==> config.mk <==
export PLATFORM = sky130hd
export DESIGN_NAME = imm_encoder_flat
export DESIGN_NICKNAME = d
export VERILOG_FILES = /design/src/rtl/imm_encoder_pkg.sv /design/src/rtl/imm_encoder_if.sv /design/src/rtl/imm_encoder_scatter.sv /design/src/rtl/imm_encoder.sv /design/src/flat_wrapper.sv
export SDC_FILE = /design/constraint.sdc
export NUM_CORES = 1
export LEC_CHECK = 0
export ABC_AREA = 0
export CAP_MARGIN = 25
export CORE_MARGIN = 1
export CORE_UTILIZATION = 35
export DETAILED_ROUTE_END_ITERATION = 7
export DONT_BUFFER_PORTS = 1
export SLEW_MARGIN = 10
export SYNTH_ARGS = -nofsm -noshare
export SYNTH_HDL_FRONTEND = slang
export SYNTH_SLANG_ARGS = --single-unit
==> constraint.sdc <==
create_clock -name clk -period 2.2 [get_ports clk]
set_input_delay 0.22 -clock clk [delete_from_list [all_inputs] [get_ports clk]]
set_output_delay 0.22 -clock clk [all_outputs]
set_load 0.01 [all_outputs]
==> src/rtl/imm_encoder_pkg.sv <==
// Shared types, opcodes and immediate range bounds for the immediate encoder.
package imm_encoder_pkg;

  typedef enum logic [2:0] {
    TYPE_I  = 3'd0,
    TYPE_S  = 3'd1,
    TYPE_B  = 3'd2,
    TYPE_U  = 3'd3,
    TYPE_J  = 3'd4,
    TYPE_LI = 3'd5
  } imm_type_e;

  typedef enum logic [1:0] {
    EMPTY,
    FULL,
    FULL_PEND
  } enc_state_e;

  localparam logic [6:0] OPC_LUI    = 7'b0110111;
  localparam logic [6:0] OPC_OP_IMM = 7'b0010011;

  localparam int IS_MIN = -2048;
  localparam int IS_MAX = 2047;
  localparam int B_MIN  = -4096;
  localparam int B_MAX  = 4094;
  localparam int J_MIN  = -(1 << 20);
  localparam int J_MAX  = (1 << 20) - 2;

  function automatic logic [31:0] enc_lui(input logic [4:0] rd, input logic [19:0] hi);
    return {hi, rd, OPC_LUI};
  endfunction

  function automatic logic [31:0] enc_addi(input logic [4:0] rd, input logic [4:0] rs1,
                                           input logic [11:0] imm);
    return {imm, rs1, 3'b000, rd, OPC_OP_IMM};
  endfunction

endpackage

==> src/rtl/imm_encoder_if.sv <==
// Request/response handshake bundle between an instruction producer and the encoder.
interface imm_encoder_if #(
  parameter int unsigned XLEN = 32
) ();
  logic            in_valid;
  logic            in_ready;
  logic [XLEN-1:0] in_imm;
  logic [2:0]      in_type;
  logic [31:0]     in_template;
  logic            out_valid;
  logic            out_ready;
  logic [31:0]     out_instr;
  logic            out_err;

  modport master (
    output in_valid, in_imm, in_type, in_template, out_ready,
    input  in_ready, out_valid, out_instr, out_err
  );

  modport slave (
    input  in_valid, in_imm, in_type, in_template, out_ready,
    output in_ready, out_valid, out_instr, out_err
  );
endinterface

==> src/rtl/imm_encoder_scatter.sv <==
// Combinational scatter of an immediate into its instruction fields, with range check.
module imm_encoder_scatter
  import imm_encoder_pkg::*;
(
  input  logic [31:0] imm,
  input  imm_type_e   imm_type,
  output logic [31:0] field_bits,
  output logic [31:0] field_mask,
  output logic        err
);

  logic signed [31:0] simm;
  assign simm = imm;

  always_comb begin
    field_bits = '0;
    field_mask = '0;
    err        = 1'b0;
    case (imm_type)
      TYPE_I: begin
        field_mask = 32'hFFF0_0000;
        field_bits = {imm[11:0], 20'b0};
        err        = (simm < IS_MIN) || (simm > IS_MAX);
      end
      TYPE_S: begin
        field_mask = 32'hFE00_0F80;
        field_bits = {imm[11:5], 13'b0, imm[4:0], 7'b0};
        err        = (simm < IS_MIN) || (simm > IS_MAX);
      end
      TYPE_B: begin
        field_mask = 32'hFE00_0F80;
        field_bits = {imm[12], imm[10:5], 13'b0, imm[4:1], imm[11], 7'b0};
        err        = (simm < B_MIN) || (simm > B_MAX) || imm[0];
      end
      TYPE_U: begin
        field_mask = 32'hFFFF_F000;
        field_bits = {imm[31:12], 12'b0};
        err        = |imm[11:0];
      end
      TYPE_J: begin
        field_mask = 32'hFFFF_F000;
        field_bits = {imm[20], imm[10:1], imm[11], imm[19:12], 12'b0};
        err        = (simm < J_MIN) || (simm > J_MAX) || imm[0];
      end
      // Undefined codes leave the template untouched and flag an error.
      default: err = 1'b1;
    endcase
  end

endmodule

==> src/rtl/imm_encoder.sv <==
// Immediate encoder: builds instruction words from template + immediate, expanding LI
// into LUI/ADDI, behind a registered valid/ready output stage.
module imm_encoder
  import imm_encoder_pkg::*;
#(
  parameter int unsigned XLEN = 32
) (
  input logic          clk,
  input logic          rst_n,
  imm_encoder_if.slave bus
);

  if (XLEN != 32) begin : g_xlen_check
    $error("imm_encoder: only XLEN=32 is supported");
  end

  imm_type_e   req_type;
  logic [31:0] field_bits;
  logic [31:0] field_mask;
  logic        scatter_err;

  assign req_type = imm_type_e'(bus.in_type);

  imm_encoder_scatter u_scatter (
    .imm        (bus.in_imm),
    .imm_type   (req_type),
    .field_bits (field_bits),
    .field_mask (field_mask),
    .err        (scatter_err)
  );

  // hi = (imm + 0x800) >> 12 reduces to a carry from imm[11]; lo is simply imm[11:0].
  logic [4:0]  li_rd;
  logic [19:0] li_hi;
  logic        li_small;

  assign li_rd    = bus.in_template[11:7];
  assign li_hi    = bus.in_imm[31:12] + {19'b0, bus.in_imm[11]};
  assign li_small = ($signed(bus.in_imm) >= IS_MIN) && ($signed(bus.in_imm) <= IS_MAX);

  logic [31:0] enc_first;
  logic [31:0] enc_second;
  logic        enc_err;
  logic        enc_two;

  always_comb begin
    enc_first  = (bus.in_template & ~field_mask) | field_bits;
    enc_second = '0;
    enc_err    = scatter_err;
    enc_two    = 1'b0;
    if (req_type == TYPE_LI) begin
      enc_err = 1'b0;
      if (li_small) begin
        enc_first = enc_addi(li_rd, 5'd0, bus.in_imm[11:0]);
      end else if (bus.in_imm[11:0] == 12'd0) begin
        enc_first = enc_lui(li_rd, li_hi);
      end else begin
        enc_first  = enc_lui(li_rd, li_hi);
        enc_second = enc_addi(li_rd, li_rd, bus.in_imm[11:0]);
        enc_two    = 1'b1;
      end
    end
  end

  enc_state_e  state_q, state_d;
  logic [31:0] instr_q, instr_d;
  logic [31:0] pend_q, pend_d;
  logic        err_q, err_d;
  logic        accept;

  assign bus.in_ready  = (state_q == EMPTY) || ((state_q == FULL) && bus.out_ready);
  assign accept        = bus.in_valid && bus.in_ready;
  assign bus.out_valid = (state_q != EMPTY);
  assign bus.out_instr = instr_q;
  assign bus.out_err   = err_q;

  always_comb begin
    state_d = state_q;
    instr_d = instr_q;
    err_d   = err_q;
    pend_d  = pend_q;
    case (state_q)
      EMPTY, FULL: begin
        if (accept) begin
          instr_d = enc_first;
          err_d   = enc_err;
          pend_d  = enc_second;
          state_d = enc_two ? FULL_PEND : FULL;
        end else if ((state_q == FULL) && bus.out_ready) begin
          state_d = EMPTY;
        end
      end
      FULL_PEND: begin
        if (bus.out_ready) begin
          instr_d = pend_q;
          err_d   = 1'b0;
          state_d = FULL;
        end
      end
      default: state_d = EMPTY;
    endcase
  end

  always_ff @(posedge clk or negedge rst_n) begin
    if (!rst_n) begin
      state_q <= EMPTY;
      instr_q <= '0;
      err_q   <= 1'b0;
      pend_q  <= '0;
    end else begin
      state_q <= state_d;
      instr_q <= instr_d;
      err_q   <= err_d;
      pend_q  <= pend_d;
    end
  end

endmodule

==> src/flat_wrapper.sv <==
// flat-port wrapper written by rule: the top's interface ports become plain ports
module imm_encoder_flat import imm_encoder_pkg::*;
#(
  parameter int unsigned XLEN = 32
)
  (clk, rst_n, bus_in_valid, bus_in_imm, bus_in_type, bus_in_template, bus_out_ready, bus_in_ready, bus_out_valid, bus_out_instr, bus_out_err);
  imm_encoder_if #(.XLEN(XLEN)) bus_i ();
  input logic clk;
  input logic rst_n;
  input wire logic [$bits(bus_i.in_valid)-1:0] bus_in_valid;
  input wire logic [$bits(bus_i.in_imm)-1:0] bus_in_imm;
  input wire logic [$bits(bus_i.in_type)-1:0] bus_in_type;
  input wire logic [$bits(bus_i.in_template)-1:0] bus_in_template;
  input wire logic [$bits(bus_i.out_ready)-1:0] bus_out_ready;
  output wire logic [$bits(bus_i.in_ready)-1:0] bus_in_ready;
  output wire logic [$bits(bus_i.out_valid)-1:0] bus_out_valid;
  output wire logic [$bits(bus_i.out_instr)-1:0] bus_out_instr;
  output wire logic [$bits(bus_i.out_err)-1:0] bus_out_err;
  assign bus_i.in_valid = bus_in_valid;
  assign bus_i.in_imm = bus_in_imm;
  assign bus_i.in_type = bus_in_type;
  assign bus_i.in_template = bus_in_template;
  assign bus_i.out_ready = bus_out_ready;
  assign bus_in_ready = bus_i.in_ready;
  assign bus_out_valid = bus_i.out_valid;
  assign bus_out_instr = bus_i.out_instr;
  assign bus_out_err = bus_i.out_err;
  imm_encoder #(.XLEN(XLEN)) u_core (.clk(clk), .rst_n(rst_n), .bus(bus_i));
endmodule
[Yosys cells after proc, flatten, opt, wreduce, memory -nomap -nowiden]
Index checks and enable logic that the tools add are counted.
Word-level totals
  logic and storage cells: 71
  output and inout bits: 35
  input port bits: 71
  bits in registers: 67
Operators by class
  equality and inequality tests: 10
  $add $sub $neg: 1
  bitwise operators: 3
  order comparisons: 8
  muxes and demuxes: 23
  reduce and logical (&&, ||, !) cells: 22
Operators with widths (number)
  two-way mux 32 bit: 7
  one-hot mux 32 bit (5 select lines): 1
  one-hot mux 32 bit (3 select lines): 1
  one-hot mux 32 bit (2 select lines): 1
  bitwise AND 32 bit: 1
  greater-or-equal comparator 32 x 12 -> 1 bit (second input constant): 1
  greater-than comparator 32 x 12 -> 1 bit (second input constant): 1
  greater-than comparator 32 x 13 -> 1 bit (second input constant): 1
  greater-than comparator 32 x 21 -> 1 bit (second input constant): 1
  <= comparator 32 x 12 -> 1 bit (second input constant): 1
  < comparator 32 x 12 -> 1 bit (second input constant): 1
  < comparator 32 x 13 -> 1 bit (second input constant): 1
  < comparator 32 x 21 -> 1 bit (second input constant): 1
  NOT 32 bit: 1
  OR 32 bit: 1
  adder 20 x 1 -> 20 bit: 1
  logical NOT 12 bit: 1
  OR reduction 12 bit: 1
  two-way mux 2 bit: 4
  OR reduction 2 bit: 4
  == test 3 x 2 -> 1 bit (second input constant): 2
  == test 3 bit (second input constant): 2
  logical OR 1 bit: 6
  two-way mux 1 bit: 6
  15 further kinds: 19

[Logic depth before layout (Yosys ltp)]
Gate-level depths: netlist of the first run.
  depth in word-level cells: 9
  depth in mapped cells: 8
  gate-level depth less buffers: 8

[Hierarchy]
A second synthesis of the first run with hierarchy kept.
Unflattened totals
  cell total of the unflattened synthesis: 538
  area, all modules: 4304.1 µm²
Modules (own cells, without submodules)
  imm_encoder: seq. area each 1326.3 µm², cells an instance 417, instances 1, area an instance 3464.6 µm²
  imm_encoder_scatter: seq. area each 0.0 µm², cells an instance 121, instances 1, area an instance 839.6 µm²

[Worst setup path before layout of the first run]
Ideal clock, no wire load.
  path kind: in2reg
  start point: input bus_in_imm[11]
  end point: register u_core.instr_q[25] (netlist: u_core.bus.out_instr[25])
  setup slack: 0.326 ns
  stages on the path: 8
  required time: 2.075 ns
  path buffers: 1
  arrival time: 1.749 ns
  library setup time: 0.125 ns
  cell sequence: ha_1 -> and4_1 -> nand2_4 -> nor3_4 -> or4_4 -> buf_6 -> a311oi_1 -> o21ai_1
On the way
  longest elaborated chain between the ends: 6
  elaborated cells on any way between the ends: 8
  those cells by class: add/sub (1); order compare (2); mux (4); reduce/logical (1)
Ends and longest elaborated chain
  start, declared: RTL line flat_wrapper.sv:11  | input wire logic [$bits(bus_i.in_imm)-1:0] bus_in_imm;
  greater-or-equal comparator 32 x 12 -> 1 bit / <= comparator 32 x 12 -> 1 bit (equally long branches): RTL line imm_encoder.sv:39  | assign li_small = ($signed(bus.in_imm) >= IS_MIN) && ($signed(bus.in_imm) <= IS_MAX);
  logical AND 1 bit: RTL line imm_encoder.sv:39
  two-way mux 32 bit *: RTL line imm_encoder.sv:53  | if (li_small) begin
  two-way mux 32 bit *: RTL line imm_encoder.sv:51  | if (req_type == TYPE_LI) begin
  two-way mux 32 bit *: RTL line imm_encoder.sv:84  | if (accept) begin
  one-hot mux 32 bit (2 select lines) *: RTL line imm_encoder.sv:82  | case (state_q)
  end signal, assigned: RTL line imm_encoder.sv:112  | instr_q <= instr_d;
  end, declared: RTL line imm_encoder.sv:66  | logic [31:0] instr_q, instr_d;
Every way passes the cells marked *; elsewhere a longest branch is shown, timed or not. The select of a mux whose other input is x is not followed.
A chain may end at the register's enable or synchronous reset.

[Final worst setup path of the first run]
  start point: register u_core.state_q[0]
  end point: register u_core.instr_q[30] (netlist: u_core.bus.out_instr[30])
On the way
  longest elaborated chain between the ends: 6
  elaborated cells on any way between the ends: 12
  those cells by class: eq/ne (4); mux (1); reduce/logical (7)
Ends and longest elaborated chain
  start, declared: RTL line imm_encoder.sv:65  | enc_state_e state_q, state_d;
  start signal, assigned: RTL line imm_encoder.sv:111  | state_q <= state_d;
  == test 2 x 1 -> 1 bit: RTL line imm_encoder.sv:71, imm_encoder.sv:82
  logical AND 1 bit: RTL line imm_encoder.sv:71  | assign bus.in_ready = (state_q == EMPTY) || ((state_q == FULL) && bus.out_ready);
  logical OR 1 bit: RTL line imm_encoder.sv:71
  logical AND 1 bit: RTL line imm_encoder.sv:72  | assign accept = bus.in_valid && bus.in_ready;
  inequality test 2 x 1 -> 1 bit (no source line)
  AND reduction 3 bit (no source line)
Parallel ways exist; a longest one is shown, timed or not.

==> results of run 1 <==
worst max path at each step:
| stage | startpoint | to |
|---|---|---|
| floorplan | bus_in_imm[11] | u_core.bus.out_instr[25] |
| global placement | bus_in_imm[30] | u_core.bus.out_instr[26] |
| detailed placement | bus_in_imm[30] | u_core.bus.out_instr[26] |
| CTS | u_core.state_q[0] | u_core.bus.out_instr[30] |
| global route | u_core.state_q[0] | u_core.bus.out_instr[30] |
| finish | u_core.state_q[0] | u_core.bus.out_instr[30] |
cells by family after synthesis:
family          after synthesis  share of synthesized area [%]
flops                        53                          34.45
fa+ha+maj                     3                         0.9751
simple gates                224                          28.99
xor+xnor                     18                          4.095
mux                          10                          2.957
compound gates              136                          23.63
buf+inv                      40                          4.907
layer usage:
| layer | share of wire (%) | wire [µm] | global-route usage, % | vias up |
|---|---|---|---|---|
| met5 | 0 | 0 | 0 | - |
| met4 | 1.8 | 245 | 6.458 | 0 |
| met3 | 9.9 | 1318 | 5.532 | 16 |
| met2 | 45 | 6001 | 39.03 | 184 |
| met1 | 43 | 5709 | 32.76 | 1826 |
| li1 | - | - | - | 1764 |
placed cells by master, fill, tap and decap left out, types with 4 or more instances in the layout:
cell / Yosys / final
nor2_1: 36 / 36
nor3_1: 5 / 4
buf_4: 0 / 16
a31oi_1: 10 / 10
nand2_1: 102 / 102
nand3_1: 31 / 31
nand4_1: 10 / 10
o21ai_0: 37 / 37
o211ai_1: 4 / 4
and3_1: 5 / 5
nor4_1: 4 / 4
o21ai_1: 11 / 11
a221o_1: 4 / 4
xor2_1: 7 / 7
or3_1: 5 / 5
inv_1: 7 / 7
mux2i_1: 8 / 8
xnor2_1: 11 / 11
a32o_1: 4 / 4
dfrtp_1: 53 / 53
a21oi_1: 20 / 20
a211oi_1: 4 / 4
clkbuf_8: 0 / 5
a221oi_1: 10 / 10
nand3_2: 4 / 4
o22ai_1: 5 / 5
stage by stage:
step	power [µW]	cell area, µm²	setup WS [ns]	hold WS (ns)
final	2477	4180	0.3930	0.01956
after global routing	2617	4180	0.2700	0.01027
after CTS	2505	4180	0.4270	0.01407
after detailed placement	1790	4031	0.1546	-0.07370
after global placement	1781	4031	0.2712	-0.07364
after floorplan	1664	3850	0.3260	-0.07559
power by group through the flow:
| stage | logic, µW | registers, µW | clock network [µW] |
|---|---|---|---|
| finish | 508 | 1280 | 684 |
| floorplan | 395 | 1270 | 0 |
| CTS | 512 | 1290 | 704 |
| global route | 574 | 1310 | 737 |
| detailed placement | 481 | 1310 | 0 |
| global placement | 474 | 1310 | 0 |
registers in the layout, summed over array words and instances (netlist names):
name and cells:
u_core.pend_q 18, u_core.state_q 2, u_core.bus.out_instr 32, u_core.bus.out_err 1
area by class of cell:
class | count | area [µm²]
flip-flops and latches | 53 | 1326
inverters | 7 | 26.28
multi-input cells | 391 | 2349
clock inverters | 2 | 38.79
clock buffers | 6 | 72.57
fillers | 1069 | 6329
repair buffers | 20 | 197.7
well taps | 136 | 170.2
synthesized netlist by cell type, types with 8 or more instances:
master / n
mux2i_1: 8
clkbuf_1: 16
o21ai_0: 37
a31oi_1: 10
nor2_1: 36
nand2_1: 102
nand4_1: 10
nand3_1: 31
a21oi_1: 20
xnor2_1: 11
dfrtp_1: 53
o21ai_1: 11
a221oi_1: 10
timing repair:
action                                 in CTS  in global routing
hold buffers                                2                  0
gates resized for setup                     0                  0
endpoints found under the hold margin      53                  0
==> flow_metrics.tcl, run 1 <==
set metrics [dict create \
    syn_area_per_cell_um2 7.954 \
    wl_per_cell_um 21.59 \
    p_seq_share_pct 51.8 \
    insertion_delay_ns 0.32 \
    synthCells 484 \
    required_ns 2.40 \
    cp_common_cell "a21oi_1" \
    fin_cells 615 \
    place_congestion 0.9335 \
    leakagePower_uw 0.001715 \
    tritoncts "yes" \
    min_path_type "in2reg" \
    synthTopCellsByArea "dfrtp_1, nand2_1, o21ai_0" \
    track_usage_pct 24.29 \
    antenna_found_initial 0 \
    worst_pin_slew_ns 0.6546 \
    startpoint_type "flip-flop" \
    power.switching_uw 799.2 \
    final_max_slew_viol_count 0 \
    worstSetupEndpointType "flip-flop" \
    totalNegativeSetupSlack_ns 0 \
    grt_pass1_wl_um 21330 \
    skew_ns 0.008024 \
    synth_area_um2 3850 \
    path_cells "nor2b_1 > o32a_1 > buf_4 > a21oi_1 > a21oi_1 > o21ai_1" \
    r2r_start "u_core.state_q[0]" \
    synth.distinct_cells 62 \
    hp-start "bus_out_ready" \
    crit_path_top_delay_cell "dfrtp_1" \
    viasPerCell 6.163 \
    final-hold-violation-count 0 \
    area_delta_synth_final_pct 8.580 \
    rows 37 \
    io_pins 106 \
    irDropWorstVdd_uv 281.0 \
    swShare_pct 32.27 \
    min_to "u_core.state_q[1]" \
    finalSetupViolCount 0 \
    num_antenna_cells 0 \
    start_util_pct 36.64 \
    crit_family "compound AO/OA/AOI/OAI gates" \
    synth_largest_area_cell "dfrtp_1" \
    drv_cap 0 \
    slew_headroom_pct 56.02 \
    numPortBuffers 0 \
    drt_wl_total_um 13280 \
    rrSetupSlack_ns 0.39 \
    synth_edf_count 0 \
    critPathMaxFanout 22 \
    final_net_count 552 \
    grt_pass1_vias 3830 \
    fin_crit_ns 1.807 \
    synth.top_cell.area_share_pct 34.45 \
    p_comb_share_pct 20.5 \
    grt_max_degree 54 \
    die_x_um 106.9 \
    post-cts-setup-buffers 0 \
    fp.dieArea_um2 11420 \
    num_vias 3790 \
    fin_crit_sh_pct 82.13 \
    overflow 0 \
    numClockSinks 53 \
    cts-root-buf "clkbuf_8" \
    ys_ff_latch 53 \
    arrival_ns 2.01 \
    final_antenna_net_count 0 \
    status "finished, final reports clean" \
    drt_iter0_drc 269 \
    r2r-end "u_core.bus.out_instr[30]" \
    drc_errors 0 \
    rsz0062_at_grt "no" \
    power_frac_clock_pct 27.6 \
    cts_buffers 5 \
    fmax_mhz 553.4 \
    hpwl_um 10080 \
    min_path_cells 1 \
    cp_num_cells 6 \
    power.density_nw_per_um2 592.5 \
    fp.coreArea_um2 10510 \
    first_pass_iters 5 \
    drive_gt1_share_pct 10.65 \
    die_h_um 106.9 \
    final_core_util_pct 39.78 \
    syn_nets 558 \
    cts_buffer_depth 2 \
    max_stage_delay_ns 0.39 \
    path_class "reg2reg" \
    path_buf_inv 1 \
    async_flop_share_pct 100.0 \
    synth.yosys.warnings 0 \
    synth_ff_type "dfrtp_1" \
    cts_max_level 2 \
    placedCellCount 605 \
    yosysSeqAreaShare_pct 34.45 \
    clk_pin_slew_ns 0.09 \
    internal_power_uw 1678 \
    reg2regPathDepth 6 \
]
Power figures use the tool's default switching activity.
==> run 2: changes to the inputs <==
==> constraint.sdc (replaced) <==
create_clock -name clk -period 1.5 [get_ports clk]
set_input_delay 0.15 -clock clk [delete_from_list [all_inputs] [get_ports clk]]
set_output_delay 0.15 -clock clk [all_outputs]
set_load 0.01 [all_outputs]
==> flow_metrics.tcl, run 2 (synthesis gave the netlist of run 1 again) <==
set metrics [dict create \
    skew_ns 0.008917 \
    die_x_um 106.9 \
    insertion_delay_ns 0.31 \
    num_antenna_cells 0 \
    place_congestion 0.9061 \
    numPortBuffers 0 \
    drt_wl_total_um 14450 \
    leakagePower_uw 0.002091 \
    total_power_uw 3856 \
    clk_pin_slew_ns 0.09 \
    track_usage_pct 24.97 \
    final-hold-violation-count 0 \
    rsz0062_at_grt "yes" \
    num_vias 4070 \
    violations "setup timing" \
    rows 37 \
    final_net_count 617 \
    pre_cts_slack_ns -0.2426 \
    p_comb_share_pct 25.7 \
    fp.dieArea_um2 11420 \
    crit_family "simple AND/OR/NAND/NOR gates" \
    critPathMaxFanout 8 \
    power.density_nw_per_um2 774.3 \
    largest_register_ffs 32 \
    die_h_um 106.9 \
    final_common_cell "nand2_1" \
    path_buf_inv 1 \
    final_antenna_net_count 0 \
    power.switching_uw 1247 \
    numClockSinks 53 \
    final_area_um2 4980 \
    fin_crit_sh_pct 102.1 \
    mostFrequentLayoutCells "nand2_1, dfrtp_1, buf_4" \
    startpoint_type "flip-flop" \
    hpwl_um 10680 \
    path_cells "buf_4 > nand2b_4 > o32a_4 > or3_1 > o21ai_1 > a21oi_1" \
    slew_headroom_pct 54.95 \
    tritoncts "yes" \
    drc_errors 0 \
    min_path_type "in2reg" \
    worstSetupEndpointType "flip-flop" \
    path_class "reg2reg" \
    cts_buffer_depth 2 \
    antenna_found_initial 0 \
    cts_max_level 2 \
    viasPerCell 5.994 \
    cts-root-buf "clkbuf_8" \
    fp.coreArea_um2 10510 \
    drive_gt1_share_pct 23.02 \
    max_stage_delay_ns 0.39 \
    placed_area_um2 4414 \
    swShare_pct 32.33 \
    required_ns 1.68 \
    area_delta_synth_final_pct 29.35 \
    overflow 0 \
    drv_cap 0 \
    first_pass_iters 5 \
    wl_per_cell_um 21.29 \
    status "finished with violations" \
    grt_max_degree 54 \
    fin_crit_ns 1.531 \
    io_pins 106 \
    grt_pass1_wl_um 21890 \
    drt_iter0_drc 445 \
    irDropWorstVdd_uv 468.9 \
    final_max_slew_viol_count 0 \
    grt_pass1_vias 3918 \
    fin_ws_ns -0.03118 \
    totalNegativeSetupSlack_ns -0.1035 \
    p_seq_share_pct 49.2 \
    crit_path_top_delay_cell "dfrtp_1" \
    finalSetupViolCount 6 \
    internal_power_uw 2609 \
    power_frac_clock_pct 25.1 \
    cts_buffers 5 \
    worst_pin_slew_ns 0.6707 \
    fmax_mhz 653.1 \
    start_util_pct 36.64 \
    arrival_ns 1.71 \
]
-- run 2: cell count changes in the layout (fill, tap and decap cells not counted), sizes merged --
cell,change
buf,+43
clkbuf,+1
dlygate4sd3,+20
-- run 2: power by group through the flow --
stage / combinational, µW / clock [µW] / sequential (µW)
finish: 990 / 969 / 1900
global route: 1070 / 1050 / 1920
CTS: 913 / 984 / 1900
detailed placement: 784 / 0 / 1930
global placement: 775 / 0 / 1920
floorplan: 594 / 0 / 1860
-- run 2: final timing paths --
| check | slack [ns] | cells past startpoint | startpoint | end |
|---|---|---|---|---|
| max in group asynchronous | 0.88 | 2 | rst_n | u_core.state_q[1] |
| hold reg to reg | 0.47 | 2 | u_core.pend_q[26] | u_core.pend_q[26] |
| setup reg to reg | -0.03 | 6 | u_core.state_q[0] | u_core.bus.out_instr[27] |
| hold / removal | 0.02 | 2 | bus_in_valid | u_core.state_q[0] |
| setup / recovery | -0.03 | 6 | u_core.state_q[0] | u_core.bus.out_instr[27] |
| min in group asynchronous | 0.34 | 2 | rst_n | u_core.bus.out_instr[0] |
-- run 2: stage by stage --
stage          util [%]  instances  hold slack, ns
2_1_floorplan         -        484         -0.1456
3_3_place_gp      42.00        646         -0.1441
3_5_place_dp      42.00        646         -0.1443
4_1_cts           45.97        675        0.002557
5_1_grt           47.39        679         0.03579
6_report          47.39        679         0.02483
-- run 2: cell type report --
cell class	count	area, µm²
Multi-Input combinational cell	391	2530
Fill cell	1018	5529
Clock buffer	5	68.82
Inverter	7	26.28
Sequential cell	53	1328
Timing Repair Buffer	85	822.0
Clock inverter	2	35.03
Tap cell	136	170.2
-- run 2: repair_timing --
action	in CTS	in global routing
pin swaps	6	9
setup buffers	1	1
hold buffers	21	1
cloned	0	2
setup endpoints to repair	29	39
hold endpoints to repair	75	1
gates resized for setup	18	30
-- run 2: worst register-to-register path: cells and delay by family, from the launching register on --
family	cells	cell delay [ns]
AND/OR/NAND/NOR	2	0.46
flip-flops	1	0.39
buffers and inverters	1	0.14
AO/OA/AOI/OAI	3	0.43
-- run 2: layer usage --
metal  share of wire [%]  routed length, µm  GRT usage, %  up-vias
li1                    -                  -             -     1896
met1                  45               6486         35.14     1985
met2                  48               6924         40.41      176
met3                 6.2                902         4.316       13
met4                0.98                141         4.501        0
met5                   0                  0             0        -
